===== src/rtl/oflow_buffer_pkg.sv =====
// Shared definitions for the oflow history frame buffer controllers
// (write FSM and read FSM): state encoding, slot count, widths, slot wrap.
package oflow_buffer_pkg;

    localparam int NUM_SLOTS  = 5;
    localparam int SLOT_WIDTH = 3;

    typedef enum logic [1:0] {
        IDLE  = 2'd0,
        WRITE = 2'd1,
        DONE  = 2'd2
    } write_state_t;

    // An end pointer must hold a full-frame count of 2**(addr_width+1).
    function automatic int ep_width(input int addr_width);
        return addr_width + 2;
    endfunction

    // Round-robin successor of a slot index.
    function automatic logic [SLOT_WIDTH-1:0] slot_next(
        input logic [SLOT_WIDTH-1:0] slot,
        input int                    num_slots
    );
        if (int'(slot) == num_slots - 1)
            return '0;
        return slot + 1'b1;
    endfunction

endpackage


===== src/rtl/oflow_fsm_write_if.sv =====
// Bus bundles of the oflow write controller: the upstream bbox stream
// (valid/ready handshake) and the frame buffer write port.
interface oflow_bbox_if #(
    parameter int BBOX_WIDTH = 64
);
    logic                  bbox_valid;
    logic                  bbox_last;
    logic [BBOX_WIDTH-1:0] bbox_in;
    logic                  bbox_ready;

    modport master (output bbox_valid, bbox_last, bbox_in, input  bbox_ready);
    modport slave  (input  bbox_valid, bbox_last, bbox_in, output bbox_ready);
endinterface

interface oflow_wr_if #(
    parameter int ADDR_WIDTH = 5,
    parameter int BBOX_WIDTH = 64
);
    logic                  we;
    logic [2:0]            wr_slot;
    logic [ADDR_WIDTH-1:0] wr_addr;
    logic                  wr_offset;
    logic [BBOX_WIDTH-1:0] wr_data;

    modport master (output we, wr_slot, wr_addr, wr_offset, wr_data);
    modport slave  (input  we, wr_slot, wr_addr, wr_offset, wr_data);
endinterface


===== src/rtl/oflow_slot_counter.sv =====
// Round-robin history slot counter; steps one slot per advance pulse and
// wraps after NUM_SLOTS-1. Shared by the write and read controllers.
module oflow_slot_counter #(
    parameter int NUM_SLOTS = 5
) (
    input  logic                                clk,
    input  logic                                reset_N,
    input  logic                                advance,
    output logic [oflow_buffer_pkg::SLOT_WIDTH-1:0] slot
);
    import oflow_buffer_pkg::*;

    // Slot register: cleared by reset, moves on at each end of frame.
    always_ff @(posedge clk or negedge reset_N) begin
        if (!reset_N)
            slot <= '0;
        else if (advance)
            slot <= slot_next(slot, NUM_SLOTS);
    end

endmodule


===== src/rtl/oflow_fsm_write.sv =====
// oflow write controller: takes one frame of bboxes, packs them two per
// buffer line into the current history slot, and publishes the per-slot
// bbox count in end_pointers when the frame ends. Bboxes beyond the frame
// capacity are dropped and flagged through the sticky overflow output.
// Optional OFLOW_WRITE_DROP_CNT_EN adds a saturating drop_cnt output.
module oflow_fsm_write #(
    parameter int ADDR_WIDTH      = 5,
    parameter int BBOX_WIDTH      = 64,
    parameter int NUM_SLOTS       = oflow_buffer_pkg::NUM_SLOTS,
    parameter int FRAME_NUM_WIDTH = 8,
    localparam int EP_WIDTH       = oflow_buffer_pkg::ep_width(ADDR_WIDTH)
) (
    input  logic                               clk,
    input  logic                               reset_N,
    input  logic                               start_write,
    input  logic [FRAME_NUM_WIDTH-1:0]         frame_num,
    oflow_bbox_if.slave                        bbox,
    oflow_wr_if.master                         wr,
    output logic [NUM_SLOTS-1:0][EP_WIDTH-1:0] end_pointers,
    output logic [FRAME_NUM_WIDTH-1:0]         cur_frame_num,
    output logic                               done_write,
    output logic                               overflow
`ifdef OFLOW_WRITE_DROP_CNT_EN
    ,
    output logic [EP_WIDTH-1:0]                drop_cnt
`endif
);
    import oflow_buffer_pkg::*;

    // Frame capacity in bboxes: two per line.
    localparam logic [EP_WIDTH-1:0] CAP = EP_WIDTH'(2 ** (ADDR_WIDTH + 1));

    write_state_t          state;
    logic [EP_WIDTH-1:0]   bbox_cnt;
    logic [SLOT_WIDTH-1:0] slot;
    logic                  accept;
    logic                  slot_adv;

    // bbox_ready is a registered copy of "state == WRITE", so a handshake
    // can only complete while writing.
    assign accept   = bbox.bbox_valid && bbox.bbox_ready;
    assign slot_adv = (state == DONE);
    assign wr.wr_slot = slot;

    oflow_slot_counter #(
        .NUM_SLOTS (NUM_SLOTS)
    ) u_slot (
        .clk     (clk),
        .reset_N (reset_N),
        .advance (slot_adv),
        .slot    (slot)
    );

    // Frame FSM with registered handshake, write port and status outputs.
    always_ff @(posedge clk or negedge reset_N) begin
        if (!reset_N) begin
            state           <= IDLE;
            bbox_cnt        <= '0;
            end_pointers    <= '0;
            cur_frame_num   <= '0;
            done_write      <= 1'b0;
            overflow        <= 1'b0;
            bbox.bbox_ready <= 1'b0;
            wr.we           <= 1'b0;
            wr.wr_addr      <= '0;
            wr.wr_offset    <= 1'b0;
            wr.wr_data      <= '0;
`ifdef OFLOW_WRITE_DROP_CNT_EN
            drop_cnt        <= '0;
`endif
        end else begin
            // Strobes are single-cycle by default.
            wr.we      <= 1'b0;
            done_write <= 1'b0;
            unique case (state)
                IDLE: begin
                    if (start_write) begin
                        cur_frame_num      <= frame_num;
                        bbox_cnt           <= '0;
                        overflow           <= 1'b0;
                        end_pointers[slot] <= '0;
                        bbox.bbox_ready    <= 1'b1;
                        state              <= WRITE;
`ifdef OFLOW_WRITE_DROP_CNT_EN
                        drop_cnt           <= '0;
`endif
                    end
                end
                WRITE: begin
                    if (accept) begin
                        if (bbox_cnt == CAP) begin
                            // Frame full: drop the bbox, count stays at CAP.
                            overflow <= 1'b1;
`ifdef OFLOW_WRITE_DROP_CNT_EN
                            if (drop_cnt != '1)
                                drop_cnt <= drop_cnt + 1'b1;
`endif
                        end else begin
                            wr.we        <= 1'b1;
                            wr.wr_addr   <= bbox_cnt[ADDR_WIDTH:1];
                            wr.wr_offset <= bbox_cnt[0];
                            wr.wr_data   <= bbox.bbox_in;
                            bbox_cnt     <= bbox_cnt + 1'b1;
                        end
                        // The frame ends on its last bbox even if it was dropped.
                        if (bbox.bbox_last) begin
                            bbox.bbox_ready <= 1'b0;
                            done_write      <= 1'b1;
                            state           <= DONE;
                        end
                    end
                end
                DONE: begin
                    // Slot advances in the slot counter on this same edge.
                    end_pointers[slot] <= bbox_cnt;
                    state              <= IDLE;
                end
                default: begin
                    bbox.bbox_ready <= 1'b0;
                    state           <= IDLE;
                end
            endcase
        end
    end

endmodule


===== src/flat_wrapper.sv =====
// flat-port wrapper written by rule: the top's interface ports become plain ports
module oflow_fsm_write_flat import oflow_buffer_pkg::*;
#(
    parameter int ADDR_WIDTH      = 5,
    parameter int BBOX_WIDTH      = 64,
    parameter int NUM_SLOTS       = oflow_buffer_pkg::NUM_SLOTS,
    parameter int FRAME_NUM_WIDTH = 8,
    localparam int EP_WIDTH       = oflow_buffer_pkg::ep_width(ADDR_WIDTH)
)
  (clk, reset_N, start_write, frame_num, end_pointers, cur_frame_num, done_write, overflow, bbox_bbox_valid, bbox_bbox_last, bbox_bbox_in, bbox_bbox_ready, wr_we, wr_wr_slot, wr_wr_addr, wr_wr_offset, wr_wr_data);
  oflow_bbox_if #(.BBOX_WIDTH(BBOX_WIDTH)) bbox_i ();
  oflow_wr_if #(.ADDR_WIDTH(ADDR_WIDTH), .BBOX_WIDTH(BBOX_WIDTH)) wr_i ();
  input  logic clk;
  input  logic reset_N;
  input  logic start_write;
  input  logic [FRAME_NUM_WIDTH-1:0] frame_num;
  output logic [NUM_SLOTS-1:0][EP_WIDTH-1:0] end_pointers;
  output logic [FRAME_NUM_WIDTH-1:0] cur_frame_num;
  output logic done_write;
  output logic overflow;
  input wire logic [$bits(bbox_i.bbox_valid)-1:0] bbox_bbox_valid;
  input wire logic [$bits(bbox_i.bbox_last)-1:0] bbox_bbox_last;
  input wire logic [$bits(bbox_i.bbox_in)-1:0] bbox_bbox_in;
  output wire logic [$bits(bbox_i.bbox_ready)-1:0] bbox_bbox_ready;
  output wire logic [$bits(wr_i.we)-1:0] wr_we;
  output wire logic [$bits(wr_i.wr_slot)-1:0] wr_wr_slot;
  output wire logic [$bits(wr_i.wr_addr)-1:0] wr_wr_addr;
  output wire logic [$bits(wr_i.wr_offset)-1:0] wr_wr_offset;
  output wire logic [$bits(wr_i.wr_data)-1:0] wr_wr_data;
  assign bbox_i.bbox_valid = bbox_bbox_valid;
  assign bbox_i.bbox_last = bbox_bbox_last;
  assign bbox_i.bbox_in = bbox_bbox_in;
  assign bbox_bbox_ready = bbox_i.bbox_ready;
  assign wr_we = wr_i.we;
  assign wr_wr_slot = wr_i.wr_slot;
  assign wr_wr_addr = wr_i.wr_addr;
  assign wr_wr_offset = wr_i.wr_offset;
  assign wr_wr_data = wr_i.wr_data;
  oflow_fsm_write #(.ADDR_WIDTH(ADDR_WIDTH), .BBOX_WIDTH(BBOX_WIDTH), .NUM_SLOTS(NUM_SLOTS), .FRAME_NUM_WIDTH(FRAME_NUM_WIDTH)) u_core (.clk(clk), .reset_N(reset_N), .start_write(start_write), .frame_num(frame_num), .bbox(bbox_i), .wr(wr_i), .end_pointers(end_pointers), .cur_frame_num(cur_frame_num), .done_write(done_write), .overflow(overflow));
endmodule

===== config.mk =====
export PLATFORM = sky130hd
export DESIGN_NAME = oflow_fsm_write_flat
export DESIGN_NICKNAME = d
export VERILOG_FILES = /design/src/rtl/oflow_buffer_pkg.sv /design/src/rtl/oflow_fsm_write_if.sv /design/src/rtl/oflow_slot_counter.sv /design/src/rtl/oflow_fsm_write.sv /design/src/flat_wrapper.sv
export SDC_FILE = /design/constraint.sdc
export NUM_CORES = 1
export LEC_CHECK = 0
export CAP_MARGIN = 25
export CORE_UTILIZATION = 39
export DETAILED_ROUTE_END_ITERATION = 10
export GPL_ROUTABILITY_DRIVEN = 0
export PLACE_DENSITY_LB_ADDON = 0.2
export SYNTH_ARGS = -nofsm -noshare
export SYNTH_HDL_FRONTEND = slang
export SYNTH_HIERARCHICAL = 1
export SYNTH_SLANG_ARGS = --single-unit

===== constraint.sdc =====
create_clock -name clk -period 1.9 [get_ports clk]
set_clock_uncertainty 0.1 [all_clocks]
set_input_delay 0.38 -clock clk [delete_from_list [all_inputs] [get_ports clk]]
set_output_delay 0.38 -clock clk [all_outputs]
set_load 0.1 [all_outputs]

==> run_results.csv <==
group,metric,value,unit
status,status,"complete, no violations",
route,vias_per_cell,4.97,
global_routing,first_global_vias,4018,
sta,tns,0,ns
critical_path,cp-end-kind,"register",
route,drt_iter0_drc,127,
global_routing,grt_pass1_wl,20900,um
clock_tree,root_buffer,"clkbuf_16",
yosys,ys_seq_area_share,64.0,%
yosys,syn-num-nets,423,
layout,drive_gt1_share,45.8,%
route,antenna_left,0,
sta,period_share,95.9,%
layout,final_area,9310,sq um
clock_tree,cts_buffers,17,
yosys,yosysTopAreaCell,"dfrtp_1",
sta,setup_violations,0,
floorplan,ios,197,
clock_tree,cts_buffer_depth,2,
sta,fmax,549,MHz
critical_path,cp-start-kind,"register",
clock_tree,cts_num_sinks,129,
yosys,ys_ff_latch,129,
floorplan,initial_core_util,40.0,%
clock_tree,clock_latency,0.41,ns
critical_path,arrival,2.01,ns
clock_tree,cts_tree,"built",
floorplan,die_x,116,um
run,maxCapViolCount,0,
floorplan,die-area,13400,sq um
layout,fillers,857,
layout,final_common_cell,"dfrtp_1",
floorplan,core,12600,sq um
place,dp_hpwl,9760,um
sta,worst_slew_pin_slew,0.554,ns
place,place_area,8640,sq um
yosys,synthTopCellsByArea,"dfrtp_1, mux2_2, a22o_1",
clock_tree,h-tree-depth,4,
floorplan,row_count,41,
layout,mostFrequentLayoutCells,"dfrtp_1, buf_12, mux2_2",
route,drt-pass1-iter-count,4,
yosys,syn_avg_cell_area,14.7,sq um
yosys,synth_area,5040,sq um
floorplan,die_height,116,um
sta,grt_setup_unrepaired,"no",
clock_tree,path_clk_slew,0.05,ns
critical_path,path_max_fanout,57,
global_routing,antenna_found_initial,0,
layout,num_antenna_cells,0,
critical_path,timing.setup.critical_path_class,"register to register",
yosys,postSynthCellCount,342,
global_routing,gr-usage-all-layers,20.9,%
global_routing,grt_max_degree,58,
place,port_buffers,196,
yosys,synth_top_area_share,64.0,%
sta,finalHoldViolCount,0,
route,routed_wirelength,13000,um
route,wl_per_cell,17.1,um
sta,finalMaxSlewViolations,0,
critical_path,required,2.09,ns
route,vias,3790,
layout,fin_nets,658,
layout,syn_to_final_growth,84.7,%
layout,stdcell_count,762,
sta,finalCriticalPeriod,1.82,ns
yosys,synthDistinctLibCells,33,
global_routing,grt_overflow,0,
place,place_inst,728,
sta,slew_headroom,63.1,%
yosys,ys_warn_count,6,
route,drc,0,
worst_hold_path,hp-class,"input pin to register",
==> metrics by stage <==
stage | utilization (%) | hold slack [ns] | setup slack (ns)
5_1_grt | 73.8 | 0.321 | 0.00234
6_report | 73.8 | 0.319 | 0.0773
3_5_place_dp | 68.5 | 0.287 | -0.373
3_3_place_gp | 68.5 | 0.280 | -0.336
2_1_floorplan | - | -0.0156 | 0.00411
4_1_cts | 73.7 | 0.407 | 0.0206
==> cell type report <==
| class | instances | area (sq um) | area share (%) |
|---|---|---|---|
| clock buffer | 22 | 484 | 5.20 |
| timing repair buffer | 227 | 3450 | 37.1 |
| multi-input combinational | 195 | 1740 | 18.7 |
| tap | 172 | 215 | 2.31 |
| sequential | 129 | 3240 | 34.7 |
| inverter | 7 | 26.3 | 0.282 |
| clock inverter | 10 | 155 | 1.67 |
==> state kept, by name (all words and copies together) (netlist names) <==
register and count:
u_core/wr.wr_addr 5, u_core/overflow 1, u_core/state 2, u_core/bbox.bbox_ready 1, u_core/wr.wr_offset 1, u_core/bbox_cnt 7, u_core/u_slot/slot 3, u_core/wr.wr_data 64
u_core/end_pointers 35, u_core/cur_frame_num 8, u_core/done_write 1, u_core/wr.we 1
==> cell usage after synthesis <==
library cell    n
or2_2           1
buf_6           1
nand2_1         7
mux2_2         79
nand3b_1        3
nor3_1          1
xor2_1          1
a22o_1         38
xnor2_1         1
o22ai_1         2
nor4b_4         1
o21ai_1         2
o31ai_1         1
clkbuf_1        2
a31oi_2         1
a221o_1         2
a21oi_1         8
nand4b_1        2
a41oi_1         1
and4b_1         1
buf_2           8
and3_1          3
o2bb2ai_1       1
nor2_1         10
nand2b_1        3
nor2b_1         4
dfrtp_1       129
nand3_1         6
nor3b_1         1
a211oi_1        1
inv_1           7
ha_1            4
and2_1         10
==> per-layer routing <==
metal	wire length [um]	GRT usage (%)	vias to the layer above
met5	0	0	-
met4	193	8.38	0
met3	1330	10.0	14
met2	6580	34.5	149
met1	4900	23.3	1898
li1	-	-	1729
==> cells by family after synthesis <==
family	after synthesis	synth area share (%)
flip-flops	129	64.0
AND/OR/NAND/NOR	53	6.18
multiplexers	79	17.6
XOR/XNOR	2	0.347
adder cells (fa/ha/maj)	4	0.993
buffers and inverters	18	1.69
AO/OA/AOI/OAI	57	9.13
==> final timing paths <==
check | from | endpoint | slack (ns) | cells after the start
setup / recovery | u_core/bbox_cnt[5]$_DFFE_PN0P_ | u_core/bbox_cnt[5]$_DFFE_PN0P_ | 0.08 | 5
setup reg to reg | u_core/bbox_cnt[5]$_DFFE_PN0P_ | u_core/bbox_cnt[5]$_DFFE_PN0P_ | 0.08 | 5
hold reg to reg | u_core/state[1]$_DFFE_PN0P_ | u_core/state[0]$_DFFE_PN0P_ | 0.46 | 2
min in group asynchronous | reset_N | u_core/end_pointers[0]$_DFFE_PN0P_ | 0.39 | 2
hold / removal | bbox_bbox_valid | u_core/state[0]$_DFFE_PN0P_ | 0.32 | 4
max in group asynchronous | reset_N | u_core/wr.wr_data[50]$_DFFE_PN0P_ | 0.68 | 3
==> timing repair <==
action	in CTS	in global routing
endpoints found under the setup margin	3	42
hold buffers	1	0
gates resized for setup	2	2
setup buffers	1	0
endpoints found under the hold margin	32	0
pin swaps	1	1
==> worst max-delay path: stages (launching register included) <==
cell and delay, ns:
dfrtp_1 0.40, nor4b_4 0.38, a31oi_4 0.14, buf_12 0.22, buf_6 0.16, a221o_1 0.30
Power of run 1 is not shown: default switching activity piles up to over one toggle a cycle in this logic, so the estimate is an artifact.
